`src/rtl/mem_pkg.sv`:
```
// Shared types and constants for the data-memory access unit.
package mem_pkg;

  localparam int unsigned DATA_W        = 32;
  localparam int unsigned BE_W          = 4;
  localparam int unsigned TMO_W         = 8;
  localparam int unsigned TIMEOUT_LIMIT = 255;

  typedef enum logic [1:0] {
    SZ_NONE = 2'b00,
    SZ_BYTE = 2'b01,
    SZ_HALF = 2'b10,
    SZ_WORD = 2'b11
  } size_e;

  typedef enum logic [1:0] {
    ST_IDLE = 2'b00,
    ST_REQ  = 2'b01,
    ST_DONE = 2'b10
  } state_e;

  // Byte enables for an access of the given size starting at byte lane off.
  function automatic logic [BE_W-1:0] be_mask(input size_e size, input logic [1:0] off);
    logic [BE_W-1:0] m;
    case (size)
      SZ_BYTE: m = 4'b0001;
      SZ_HALF: m = 4'b0011;
      SZ_WORD: m = 4'b1111;
      default: m = 4'b0000;
    endcase
    return m << off;
  endfunction

  // Replicate LSB-aligned store data across every lane the size can occupy.
  function automatic logic [DATA_W-1:0] store_lanes(input size_e size, input logic [DATA_W-1:0] data);
    logic [DATA_W-1:0] r;
    case (size)
      SZ_BYTE: r = {4{data[7:0]}};
      SZ_HALF: r = {2{data[15:0]}};
      default: r = data;
    endcase
    return r;
  endfunction

endpackage

```
`src/rtl/load_align.sv`:
```
// Combinational load extraction: lane shift then sign/zero extension.
module load_align
  import mem_pkg::*;
(
  input  logic [DATA_W-1:0] rdata,
  input  logic [1:0]        offset,
  input  size_e             size,
  input  logic              zext,
  output logic [DATA_W-1:0] data_c
);

  logic [DATA_W-1:0] shifted_c;

  assign shifted_c = rdata >> {offset, 3'b000};

  always_comb begin
    data_c = '0;
    case (size)
      SZ_BYTE: data_c = {{24{~zext & shifted_c[7]}}, shifted_c[7:0]};
      SZ_HALF: data_c = {{16{~zext & shifted_c[15]}}, shifted_c[15:0]};
      SZ_WORD: data_c = shifted_c;
      default: data_c = '0;
    endcase
  end

endmodule

```
`src/rtl/mem_access_unit.sv`:
```
// MEM-stage data bus master: IDLE -> REQ -> DONE handshake with pipeline stall.
// Optional MEM_TIMEOUT_EN aborts a REQ that sees no ack within the timeout limit.
module mem_access_unit
  import mem_pkg::*;
(
  input  logic              clk,
  input  logic              reset_n,
  input  logic [3:0]        MemRead_MEM,
  input  logic [3:0]        MemWrite_MEM,
  input  logic [DATA_W-1:0] ALU_Result_MEM,
  input  logic [DATA_W-1:0] write_data_MEM,
  output logic              dmem_req,
  output logic              dmem_we,
  output logic [BE_W-1:0]   dmem_be,
  output logic [DATA_W-1:0] dmem_addr,
  output logic [DATA_W-1:0] dmem_wdata,
  input  logic [DATA_W-1:0] dmem_rdata,
  input  logic              dmem_ack,
  output logic [DATA_W-1:0] read_data_MEM,
  output logic              mem_stall,
  output logic              misalign,
  output logic              bus_err
);

  logic              store_c;
  logic              pending_c;
  logic              misaligned_c;
  logic              tmo_hit_c;
  logic              unused_c;
  size_e             acc_size_c;
  logic [DATA_W-1:0] load_data_c;

  state_e            state_q, state_d;
  size_e             size_q, size_d;
  logic [1:0]        off_q, off_d;
  logic              zext_q, zext_d;
  logic              req_d, we_d, misalign_d;
  logic [BE_W-1:0]   be_d;
  logic [DATA_W-1:0] addr_d, wdata_d, rdata_d;

  // Store wins when both codes request an access; bit 3 of each code is reserved.
  assign store_c    = MemWrite_MEM[1:0] != 2'b00;
  assign acc_size_c = store_c ? size_e'(MemWrite_MEM[1:0]) : size_e'(MemRead_MEM[1:0]);
  assign pending_c  = acc_size_c != SZ_NONE;
  assign unused_c   = ^{MemRead_MEM[3], MemWrite_MEM[3:2]};

  always_comb begin
    case (acc_size_c)
      SZ_HALF: misaligned_c = ALU_Result_MEM[0];
      SZ_WORD: misaligned_c = |ALU_Result_MEM[1:0];
      default: misaligned_c = 1'b0;
    endcase
  end

  // Stall must rise in the same cycle the access is seen so the pipeline freezes.
  assign mem_stall = reset_n &
                     (((state_q == ST_IDLE) & pending_c & ~misaligned_c) | (state_q == ST_REQ));

  load_align u_load_align (
    .rdata  (dmem_rdata),
    .offset (off_q),
    .size   (size_q),
    .zext   (zext_q),
    .data_c (load_data_c)
  );

  // Next-state and next-output logic.
  always_comb begin
    state_d    = state_q;
    size_d     = size_q;
    off_d      = off_q;
    zext_d     = zext_q;
    req_d      = dmem_req;
    we_d       = dmem_we;
    be_d       = dmem_be;
    addr_d     = dmem_addr;
    wdata_d    = dmem_wdata;
    rdata_d    = read_data_MEM;
    misalign_d = 1'b0;

    case (state_q)
      ST_IDLE: begin
        if (pending_c && misaligned_c) begin
          misalign_d = 1'b1;
          rdata_d    = '0;
        end else if (pending_c) begin
          state_d = ST_REQ;
          size_d  = acc_size_c;
          off_d   = ALU_Result_MEM[1:0];
          zext_d  = MemRead_MEM[2];
          req_d   = 1'b1;
          we_d    = store_c;
          be_d    = be_mask(acc_size_c, ALU_Result_MEM[1:0]);
          addr_d  = {ALU_Result_MEM[DATA_W-1:2], 2'b00};
          wdata_d = store_lanes(acc_size_c, write_data_MEM);
        end
      end
      ST_REQ: begin
        if (dmem_ack || tmo_hit_c) begin
          state_d = ST_DONE;
          req_d   = 1'b0;
          we_d    = 1'b0;
          be_d    = '0;
          addr_d  = '0;
          wdata_d = '0;
          if (tmo_hit_c) begin
            rdata_d = '0;
          end else if (!dmem_we) begin
            rdata_d = load_data_c;
          end
        end
      end
      ST_DONE: state_d = ST_IDLE;
      default: state_d = ST_IDLE;
    endcase
  end

  always_ff @(posedge clk) begin
    if (!reset_n) begin
      state_q       <= ST_IDLE;
      size_q        <= SZ_NONE;
      off_q         <= '0;
      zext_q        <= 1'b0;
      dmem_req      <= 1'b0;
      dmem_we       <= 1'b0;
      dmem_be       <= '0;
      dmem_addr     <= '0;
      dmem_wdata    <= '0;
      read_data_MEM <= '0;
      misalign      <= 1'b0;
    end else begin
      state_q       <= state_d;
      size_q        <= size_d;
      off_q         <= off_d;
      zext_q        <= zext_d;
      dmem_req      <= req_d;
      dmem_we       <= we_d;
      dmem_be       <= be_d;
      dmem_addr     <= addr_d;
      dmem_wdata    <= wdata_d;
      read_data_MEM <= rdata_d;
      misalign      <= misalign_d;
    end
  end

`ifdef MEM_TIMEOUT_EN
  logic [TMO_W-1:0] tmo_q;

  // tmo_q holds the number of REQ cycles already spent without ack.
  assign tmo_hit_c = (state_q == ST_REQ) && !dmem_ack &&
                     (tmo_q == TMO_W'(TIMEOUT_LIMIT - 1));

  always_ff @(posedge clk) begin
    if (!reset_n) begin
      tmo_q   <= '0;
      bus_err <= 1'b0;
    end else begin
      bus_err <= tmo_hit_c;
      if (state_q == ST_REQ) begin
        tmo_q <= tmo_q + 1'b1;
      end else begin
        tmo_q <= '0;
      end
    end
  end
`else
  assign tmo_hit_c = 1'b0;
  assign bus_err   = 1'b0;
`endif

endmodule
```
`config.mk`:
```
export PLATFORM = sky130hd
export DESIGN_NAME = mem_access_unit
export DESIGN_NICKNAME = d
export VERILOG_FILES = /design/src/rtl/mem_pkg.sv /design/src/rtl/load_align.sv /design/src/rtl/mem_access_unit.sv
export SDC_FILE = /design/constraint.sdc
export NUM_CORES = 1
export LEC_CHECK = 0
export CORE_AREA = 3 3 116 118
export CTS_BUF_LIST = sky130_fd_sc_hd__clkbuf_8 sky130_fd_sc_hd__clkbuf_16
export CTS_CLUSTER_SIZE = 40
export DETAILED_ROUTE_END_ITERATION = 6
export DIE_AREA = 0 0 119 121
export PLACE_DENSITY = 0.76
export SYNTH_ARGS = -nofsm -noshare
export SYNTH_HDL_FRONTEND = slang
export SYNTH_SLANG_ARGS = --single-unit
```
`constraint.sdc`:
```
create_clock -name clk -period 2.6 [get_ports clk]
set_input_delay 0.52 -clock clk [delete_from_list [all_inputs] [get_ports clk]]
set_output_delay 0.52 -clock clk [all_outputs]
set_load 0.01 [all_outputs]
```
==> results of run 1 <==
cell families after synthesis:
kind of cell / after synthesis
muxes: 24
buffers and inverters: 52
DFF: 108
and+or+nand+nor: 111
other: 1
AOI/OAI and AO/OA: 196
adders and majority gates: 5
cells in the final DEF (no fill, tap or decap), types with 2 or more instances in the layout:
cell and n:
o211ai_1 2, inv_1 4, nor2b_1 10, nand2b_1 5, dfxtp_1 108, conb_1 3
nand3_1 24, a21oi_1 48, and2_1 2, a21oi_2 2, clkdlybuf4s50_1 200, o2bb2ai_1 19
buf_12 3, a31oi_2 10, nand2_1 37, a21o_1 3, a31oi_1 14, nor3_1 4
or3_1 2, o21ai_0 21, dlymetal6s2s_1 3, nand3b_1 2, inv_2 2, bufinv_16 3
nor2_1 16, clkbuf_16 9, buf_4 41, ha_1 3, mux2i_1 16, a22o_1 61
mux2_2 8, a22oi_1 8
critical path: cells and delay by family:
family	cells	cell delay, ns
AO/OA/AOI/OAI	1	0.15
adder cells (fa/ha/maj)	1	0.21
buffers and inverters	3	0.59
AND/OR/NAND/NOR	4	0.55
sequential cells by signal (all words and copies together) (netlist names):
signal         cells
dmem_addr         30
dmem_be            4
dmem_req           1
dmem_wdata        32
dmem_we            1
misalign           1
off_q              2
read_data_MEM     32
size_q             2
state_q            2
zext_q             1
power breakdown:
group / internal (W) / total [W] / switching (W)
Sequential: 0.00184 / 0.00197 / 0.000128
Combinational: 0.000763 / 0.00138 / 0.000618
Clock: 0.000968 / 0.00158 / 0.000616
layout make-up:
| class | instances | area share |
|---|---|---|
| tap | 172 | 0.0285 |
| timing repair buffer | 250 | 0.323 |
| multi-input combinational | 339 | 0.312 |
| clock buffer | 10 | 0.0317 |
| clock inverter | 6 | 0.0148 |
| sequential | 108 | 0.287 |
| inverter | 6 | 0.00299 |
how the worst max path moves through the flow:
stage | endpoint | slack [ns]
floorplan | mem_stall | 0.02
global placement | mem_stall | -0.50
detailed placement | mem_stall | -0.57
CTS | mem_stall | -0.01
global route | mem_stall | -0.006
finish | mem_stall | 0.07
what timing repair did:
action	CTS	global route
gates resized for setup	19	3
pin swaps	0	6
buffers inserted	2	3
setup endpoints to repair	20	75
hold buffers	0	0
cloned	0	0
per-layer routing:
layer	GRT usage	wire length [um]	share of wire	vias up
met5	0	0	0	-
met4	0.0753	356	0.023	0
met3	0.0760	1510	0.097	21
met2	0.355	7180	0.46	227
met1	0.257	6490	0.42	2179
li1	-	-	-	2277
through the flow:
stage	utilization	instances
floorplan	-	499
global placement	0.565	870
detailed placement	0.565	870
CTS	0.598	888
global route	0.600	891
finish	0.600	891
==> impl_results.md, run 1 <==
* Status: complete, no violations
* Synth Area in Simple Gates at 0.113
* Slowest stage delay, CP at 0.31 ns
* Worst hold slack at 0.454 ns
* IO Count at 212
* Area of the die at 0.0144 mm2
* Clock tree from TritonCTS: done
* Synth Area in XOR/XNOR at 0
* Pins Over Slew Limit at 0
* Fmax achieved at 396 MHz
* DR WL/cell at 17.4 um
* Worst r2r src: state_q[1]$_SDFFE_PN0P_
* PortBufs at 205
* Length of the first detailed-routing pass in iterations at 4
* Register-to-register setup slack at 0.73 ns
* Post-place instance area at 0.00710 mm2
* FP Rows at 41
* Worst Setup Slack, final at 0.0745 ns
* Seq/Total Area, Yosys at 0.460
* Crit path max fanout at 4
* Initial antenna violation count at 0
* Hold Path Stages at 1
* Count leader, synth: dfxtp_1
* Min Tclk post-route at 2.53 ns
* R2R cell count at 8
* Crit path launch type: primary input
* Wirelength, routed at 15,500 um
* Vias post-DR at 4,704
* Die X at 119 um
* Hold_sp: dmem_be[1]$_SDFFE_PN0P_
* Layout cell share with drive strength beyond 1 at 0.134
* Hold EP: dmem_be[1]$_SDFFE_PN0P_
* Filler cells at 1,091
* Worst-path clk slew at 0.07 ns
* Flops & latches, synth at 108
* Worst min path class: reg2reg
* DP Wirelength at 11,700 um
* Post-synth EDFFs at 0
* Post-synth top flop: dfxtp_1
* Largest net degree at the start of global routing at 42
* Adder-cell area share of the yosys netlist at 0.0133
* ANT cells at 0
* Multiplexer share of the synthesized area at 0.0533
* Avg Inst Size Synth at 9.45 um2
* Post-synth top area cell: dfxtp_1
* Post-Place Worst Slack at -0.568 ns
* DRC at 0
* Final setup viols at 0
* CP arrival at 2.01 ns
* Fin crit share at 0.971
* Clk_lat worst skew at 0.34 ns
* Multi-input logic area at 0.00236 mm2
* GR Overflow Total at 0
* TNS Setup at 0 ns
* Inserted Clock Buffers at 9
* Commonest cells in the netlist: dfxtp_1 (108), a22o_1 (61), a21oi_1 (50)
* GPL Wtd Cong at 0.873
* Design area at 0.00754 mm2
* Area Growth Syn to Fin at 60.6%
* Largest family of logic cells by synthesized area: compound AO/OA/AOI/OAI gates
* Largest cells by area after synthesis: dfxtp_1 (46%), a22o_1 (11%), a21oi_1 (5.3%)
* Wire length of the first global-routing pass at 25,100 um
* Netlist cell types at 41
* Vias per cell at 5.28
* H-tree depth at 3
* CTS Buffer Depth at 2
* Post-Syn Area at 0.00470 mm2
* Register area at 0.00216 mm2
* Nets@finish at 826
* Max Cap Violations at 0
* PD cells at 654 mW/mm2
* Gr usage total at 0.214
* Initial core utilization at 0.374
* Total Power at 0.00494 W
* Crit Reg-Reg Endpoint: dmem_wdata[31]$_SDFFE_PN0P_
* CP startpoint: MemWrite_MEM[0]
* Yosys Warn Count at 0
* Detail Route Antenna Nets at 0
* Post-synth top area share at 0.460
* Compound-gate portion of the synthesized area at 0.309
* Crit. End Element: output pin
* Crit path required time at 2.08 ns
* Clk sinks at 108
* Die Height at 121 um
* CP Cell Sequence: dlygate4sd2_1 -> nor2b_4 -> nor2_4 -> buf_4 -> ha_1 -> nor3_2 -> nand2_1 -> a21oi_2 -> buf_2
* Leakage at 2.83 nW
* Root Buffer: clkbuf_16
* Slowest stage cell, crit path: dlygate4sd2_1
* Starting DRT DRC Count at 245
* Post-synth ARST share at 0
* Cells after synthesis at 497
* Area of the core at 0.0126 mm2
* Max Clock Skew at 0.00480 ns
* Vias in the first global route at 4,824
* Final hold viol count at 0
* Crit path kind: in2out
* Peak supply drop at 357 uV
(Power assumes the default switching activity.)
==> run 2: changes to the inputs <==
CORE_AREA = 3 3 118 120   (was 3 3 116 118)
DIE_AREA = 0 0 121 123   (was 0 0 119 121)
PLACE_DENSITY = 0.75   (was 0.76)
SETUP_SLACK_MARGIN = 0.02   (was not set)
SYNTH_HIERARCHICAL = 1   (was not set)
==> impl_results.md, run 2 <==
* Starting DRT DRC Count at 330 (+35%)
* Netlist cell types at 51 (+24%)
* GR Overflow Total at 0 (unchanged)
* Initial antenna violation count at 1 (+1)
* Vias in the first global route at 4,731 (-1.9%)
* Detail Route Antenna Nets at 0 (unchanged)
* Final Non-Filler Cells at 874 (-1.9%)
* Top delay family on crit path: compound AO/OA/AOI/OAI gates
* Crit path required time at 2.08 ns (about the same)
* Final setup viols at 0 (unchanged)
* Worst Setup Slack, final at 0.123 ns (+0.0489 ns)
* Wirelength, routed at 15,600 um (+0.62%)
* Commonest cells after routing, fill and taps aside: clkdlybuf4s50_1 (200), dfxtp_1 (108), a22o_1 (36), a22o_2 (36), nand2_1 (35)
* Crit. End Element: output pin
* Multi-input logic area at 0.00248 mm2 (+5.4%)
* Layout cell share with drive strength beyond 1 at 0.166 (+0.0327)
* Count leader, synth: dfxtp_1
* Wire length of the first global-routing pass at 24,400 um (-2.8%)
* CTS Buffer Depth at 2 (unchanged)
* Post-Syn Area at 0.00487 mm2 (+3.7%)
* Min Tclk post-route at 2.48 ns (-0.0489 ns)
* Length of the first detailed-routing pass in iterations at 5 (+1)
* Area of the die at 0.0149 mm2 (+3.4%)
* Hold_sp: dmem_wdata[21]$_SDFFE_PN0P_
* Pins Over Slew Limit at 0 (unchanged)
* Die X at 121 um (+1.7%)
* Leakage at 2.88 nW (+2.0%)
* Register area at 0.00216 mm2 (unchanged)
* Status: complete, no violations
* Clock tree from TritonCTS: done
* CP arrival at 1.96 ns (-0.05 ns)
* Cell mode on critical path: a21oi_2
* Fin util at 0.577 (-0.0229)
* Filler cells at 1,080 (-1.0%)
* Clk_lat worst skew at 0.35 ns (about the same)
* FP Rows at 42 (+2.4%)
* H-tree depth at 3 (unchanged)
* Crit path max fanout at 4 (unchanged)
* Post-synth top area cell: dfxtp_1
* Worst min path class: reg2reg
* Largest net degree at the start of global routing at 58 (+38%)
* Cells after synthesis at 491 (-1.2%)
* Area of the core at 0.0131 mm2 (+4.1%)
* Post-synth top flop: dfxtp_1
* WP buf/inv at 4 (+1)
* Hold EP: dmem_wdata[21]$_SDFFE_PN0P_
* Post-synth top area share at 0.444 (-0.0165)
* Hold Path Stages at 1 (unchanged)
* Max Cap Violations at 0 (unchanged)
* Initial core utilization at 0.372 (-0.00138)
* CP Cell Sequence: clkdlybuf4s15_1 -> inv_1 -> a21oi_2 -> buf_4 -> ha_4 -> o21ai_4 -> a22o_4 -> a21oi_2 -> nor3_2 -> buf_2
* Avg Inst Size Synth at 9.93 um2 (+5.0%)
* Inserted Clock Buffers at 9 (unchanged)
* DR WL/cell at 17.9 um (+2.6%)
* Root Buffer: clkbuf_16
* R2R cell count at 4 (-4)
* Flops & latches, synth at 108 (unchanged)
* Crit path kind: in2out
* Slowest stage cell, crit path: clkdlybuf4s15_1
* Peak supply drop at 371 uV (+4.1%)
* Biggest regs: dmem_wdata (32), read_data_MEM (32), dmem_addr (30)
* DP Wirelength at 11,500 um (-1.3%)
* GPL Wtd Cong at 0.859 (-1.6%)
* ANT cells at 0 (unchanged)
* Vias post-DR at 4,689 (-0.32%)
* Slowest stage delay, CP at 0.23 ns (-0.08 ns)
* Die Height at 123 um (+1.7%)
* Placed Cells incl. Taps at 856 (-1.6%)
* Yosys Warn Count at 6 (+6)
* Worst hold slack at 0.468 ns (+0.0146 ns)
* PortBufs at 205 (unchanged)
* Commonest non-fill, non-tap cell in the layout: clkdlybuf4s50_1
* Relative slew margins at 0.526
* Max Clock Skew at 0.00408 ns (-0.000714 ns)
* PD cells at 603 mW/mm2 (-7.9%)
* IO Count at 212 (unchanged)
* Nets@finish at 806 (-2.4%)
* Commonest cells in the netlist: dfxtp_1 (108), a22o_1 (36), a22o_2 (36)
* Worst-path clk slew at 0.07 ns (about the same)
* Post-synth ARST share at 0 (unchanged)
* Clk sinks at 108 (unchanged)
* Post-Place Worst Slack at -0.654 ns (-0.0853 ns)
* RSZ-0062 raised after global routing: false
* Seq/Total Area, Yosys at 0.444 (-0.0165)
* DRC at 0 (unchanged)
* Largest cells by area after synthesis: dfxtp_1 (44%), a22o_2 (7.4%), a22o_1 (6.5%)
* Fmax achieved at 404 MHz (+2.0%)
* Crit Reg-Reg Endpoint: read_data_MEM[18]$_SDFFE_PN0P_
* Worst r2r src: size_q[1]$_SDFFE_PN0P_
* Worst-margin pin slew at 0.709 ns
* Fin crit share at 0.953 (-0.0188)
* Final hold viol count at 0 (unchanged)
* Gr usage total at 0.207 (-0.00694)
* Crit path launch type: primary input
* Post-synth EDFFs at 0 (unchanged)
* Register-to-register setup slack at 0.52 ns (-0.21 ns)
* Area Growth Syn to Fin at 55.0%
* Vias per cell at 5.36 (+1.6%)
## run 2: changes by cell type in the layout (fill, tap and decap cells not counted), moves of 13 or more
| cell | previous run | this run |
|---|---|---|
| o21ai_0 | 21 | 3 |
| a21oi_1 | 48 | 21 |
| a211oi_1 | 1 | 15 |
| a22o_1 | 61 | 36 |
| nand4_1 | 0 | 17 |
| buf_4 | 41 | 28 |
| nand3_1 | 24 | 1 |
| a22o_2 | 0 | 36 |
## run 2: layout make-up
cell class / instances / share of cell area
clock buffer: 10 / 0.0316
timing repair buffer: 239 / 0.314
multi-input combinational: 330 / 0.329
clock inverter: 5 / 0.00696
inverter: 6 / 0.00298
tap: 176 / 0.0292
sequential: 108 / 0.286
## run 2: what timing repair did
action / in CTS / in global routing
endpoints found under the hold margin: 0 / 0
endpoints found under the setup margin: 1 / 1
buffers inserted: 3 / 0
hold buffers: 0 / 0
resized for setup: 18 / 3
cloned: 0 / 0
pin swaps: 7 / 1
## run 2: layer usage
layer,share of wire,GRT usage,up-vias
met3,0.11,0.0837,26
met5,0.00083,0,-
li1,-,-,2256
met2,0.45,0.327,217
met4,0.023,0.0836,2
met1,0.41,0.252,2188
## run 2: worst max path at each step
stage	start	end	slack (ns)	cells past startpoint
after floorplan	MemRead_MEM[1]	mem_stall	0.04	9
after global placement	MemWrite_MEM[1]	mem_stall	-0.59	10
after detailed placement	MemWrite_MEM[1]	mem_stall	-0.65	10
after CTS	MemWrite_MEM[1]	mem_stall	0.09	10
after global routing	MemWrite_MEM[1]	mem_stall	0.02	10
final	MemWrite_MEM[1]	mem_stall	0.12	10
## run 2: metrics by stage
stage	power [W]	TNS (ns)	instance area, um2
6_report	0.00455	0	7550
5_1_grt	0.00477	0	7550
4_1_cts	0.00459	0	7540
3_5_place_dp	0.00321	-29.79	7190
3_3_place_gp	0.00319	-23.33	7190
2_1_floorplan	0.00258	0	4880
## run 2: worst reg2reg max path, stage by stage (launching register included)
cell and delay, ns:
dfxtp_1 0.67, nor2b_1 0.25, nand4_1 0.58, nand4_1 0.35, a22o_1 0.17
## run 2: power breakdown
part | internal [W] | switching (W)
registers | 0.00180 | 0.000117
clock network | 0.000765 | 0.000591
logic | 0.000701 | 0.000577
total | 0.00327 | 0.00128
## run 2: kinds of logic after synthesis
kind of cell / share of synthesized area
adder cells (fa/ha/maj): 0.0128
buffers and inverters: 0.0614
multiplexers: 0.0457
flip-flops: 0.444
AO/OA/AOI/OAI: 0.302
other: 0.000769
AND/OR/NAND/NOR: 0.133
==> run 3: changes to the inputs <==
CORE_AREA = 3 3 114 116   (was 3 3 118 120)
DIE_AREA = 0 0 117 119   (was 0 0 121 123)
PLACE_DENSITY = 0.77   (was 0.75)
clock period = 3 ns   (was 2.6 ns; I/O delays follow)
==> impl_results.md, run 3 (synthesis gave the netlist of run 2 again) <==
* RSZ-0062 raised after global routing: false
* PortBufs at 205 (unchanged)
* Vias post-DR at 4,731 (+0.90%)
* H-tree depth at 3 (unchanged)
* Worst-margin pin slew at 0.976 ns (+0.267 ns)
* GPL Wtd Cong at 0.863 (+0.52%)
* Crit. End Element: output pin
* Area of the die at 0.0139 mm2 (-6.5%)
* Wire length of the first global-routing pass at 24,600 um (+0.96%)
* Pins Over Slew Limit at 0 (unchanged)
* Worst hold slack at 0.471 ns (+0.00225 ns)
* Biggest regs: dmem_wdata (32), read_data_MEM (32), dmem_addr (30)
* Detail Route Antenna Nets at 0 (unchanged)
* Initial antenna violation count at 0 (-1)
* CP Cell Sequence: clkdlybuf4s50_1 -> nor2b_4 -> nor2_4 -> inv_2 -> ha_2 -> o21ai_2 -> a22o_4 -> a21oi_1 -> nor3_1 -> buf_2
* Crit path required time at 2.40 ns (+0.32 ns)
* Root Buffer: clkbuf_16
* Gr usage total at 0.220 (+0.0132)
* Vias per cell at 5.61 (+4.6%)
* WP buf/inv at 3 (-1)
* Final Non-Filler Cells at 843 (-3.5%)
* Largest net degree at the start of global routing at 55 (-5.2%)
* Register-to-register setup slack at 0.89 ns (+0.37 ns)
* Layout cell share with drive strength beyond 1 at 0.161 (-0.00527)
* IO Count at 212 (unchanged)
* TNS Setup at 0 ns (unchanged)
* Worst min path class: reg2reg
* Clk sinks at 108 (unchanged)
* Initial core utilization at 0.406 (+0.0333)
* Vias in the first global route at 4,646 (-1.8%)
* Final hold viol count at 0 (unchanged)
* Die Height at 119 um (-3.3%)
* DP Wirelength at 11,300 um (-1.5%)
* Filler cells at 985 (-8.8%)
* Crit path max fanout at 3 (-1)
* Relative slew margins at 0.340 (-0.185)
* Fin crit share at 0.959
* Die X at 117 um (-3.3%)
* Status: complete, no violations
* Total Power at 0.00403 W (-11%)
* DR WL/cell at 18.5 um (+3.6%)
* Slowest stage cell, crit path: clkdlybuf4s50_1
* Min Tclk post-route at 2.88 ns
* Worst-path clk slew at 0.07 ns (about the same)
* Slowest stage delay, CP at 0.49 ns (+0.26 ns)
* Inserted Clock Buffers at 9 (unchanged)
* Commonest cells after routing, fill and taps aside: clkdlybuf4s50_1 (202), dfxtp_1 (108), a22o_1 (36), a22o_2 (36), nand2_1 (35)
* Area of the core at 0.0120 mm2 (-8.2%)
* Max Clock Skew at 0.00753 ns (+0.00345 ns)
* Nets@finish at 803 (-0.37%)
* Starting DRT DRC Count at 446 (+35%)
* Crit path launch type: primary input
* FP Rows at 40 (-4.8%)
* Area Growth Syn to Fin at 53.4%
* PD cells at 539 mW/mm2 (-11%)
* GR Overflow Total at 0 (unchanged)
* Wirelength, routed at 15,600 um (about the same)
* Fin util at 0.623 (+0.0452)
* Final setup viols at 0 (unchanged)
* Commonest non-fill, non-tap cell in the layout: clkdlybuf4s50_1
* Clock tree from TritonCTS: done
* Clk_lat worst skew at 0.35 ns (about the same)
* Length of the first detailed-routing pass in iterations at 5 (unchanged)
* Placed Cells incl. Taps at 825 (-3.6%)
* Fmax achieved at 347 MHz
* CP arrival at 2.28 ns (+0.32 ns)
* ANT cells at 0 (unchanged)
* Top delay family on crit path: buffers and inverters
* Crit path kind: in2out
* Max Cap Violations at 0 (unchanged)
* Leakage at 2.87 nW (-0.59%)
* CTS Buffer Depth at 2 (unchanged)
* Peak supply drop at 343 uV (-7.5%)
* DRC at 0 (unchanged)
## run 3: worst register-to-register path, stage by stage, from the launching register on
cell and delay (ns):
dfxtp_1 0.68, nor2b_1 0.27, nand4_1 0.55, nand4_1 0.39, a22o_1 0.17
## run 3: report_power, final
group	internal, W	switching (W)
sequential	0.00156	0.000101
combinational	0.000596	0.000501
clock	0.000729	0.000544
total	0.00289	0.00115
## run 3: what timing repair did
action,CTS,global route
pin swaps,2,4
gates resized for setup,6,9
hold buffers,0,0
setup endpoints to repair,1,1
setup buffers,0,2
## run 3: final cells by class
class | instances | area, um2 | area share
Clock inverter | 7 | 90.1 | 0.0120
Timing Repair Buffer | 236 | 2330 | 0.312
Tap cell | 147 | 184 | 0.0246
Clock buffer | 9 | 225 | 0.0301
Sequential cell | 108 | 2160 | 0.289
Inverter | 6 | 22.5 | 0.00301
Multi-Input combinational cell | 330 | 2460 | 0.329
## run 3: final timing paths
kind / endpoint / start / depth (start not counted)
setup / recovery: mem_stall / MemRead_MEM[1] / 10
hold / removal: dmem_wdata[16]$_SDFFE_PN0P_ / dmem_wdata[16]$_SDFFE_PN0P_ / 1
setup reg to reg: read_data_MEM[19]$_SDFFE_PN0P_ / size_q[1]$_SDFFE_PN0P_ / 4
hold reg to reg: dmem_wdata[16]$_SDFFE_PN0P_ / dmem_wdata[16]$_SDFFE_PN0P_ / 1
## run 3: through the flow
step,worst slack [ns],instance area [um2]
global placement,-0.347,7120
CTS,0.0314,7430
global route,0.0237,7480
finish,0.122,7480
detailed placement,-0.435,7120
floorplan,0.280,4880
## run 3: per-layer routing
layer | routed length, um | up-vias | part of all wire | global-route usage
met4 | 341 | 0 | 0.022 | 0.0767
met1 | 6440 | 2197 | 0.41 | 0.271
met5 | 0 | - | 0 | 0
met3 | 1810 | 24 | 0.12 | 0.0955
met2 | 7030 | 247 | 0.45 | 0.342
li1 | - | 2263 | - | -
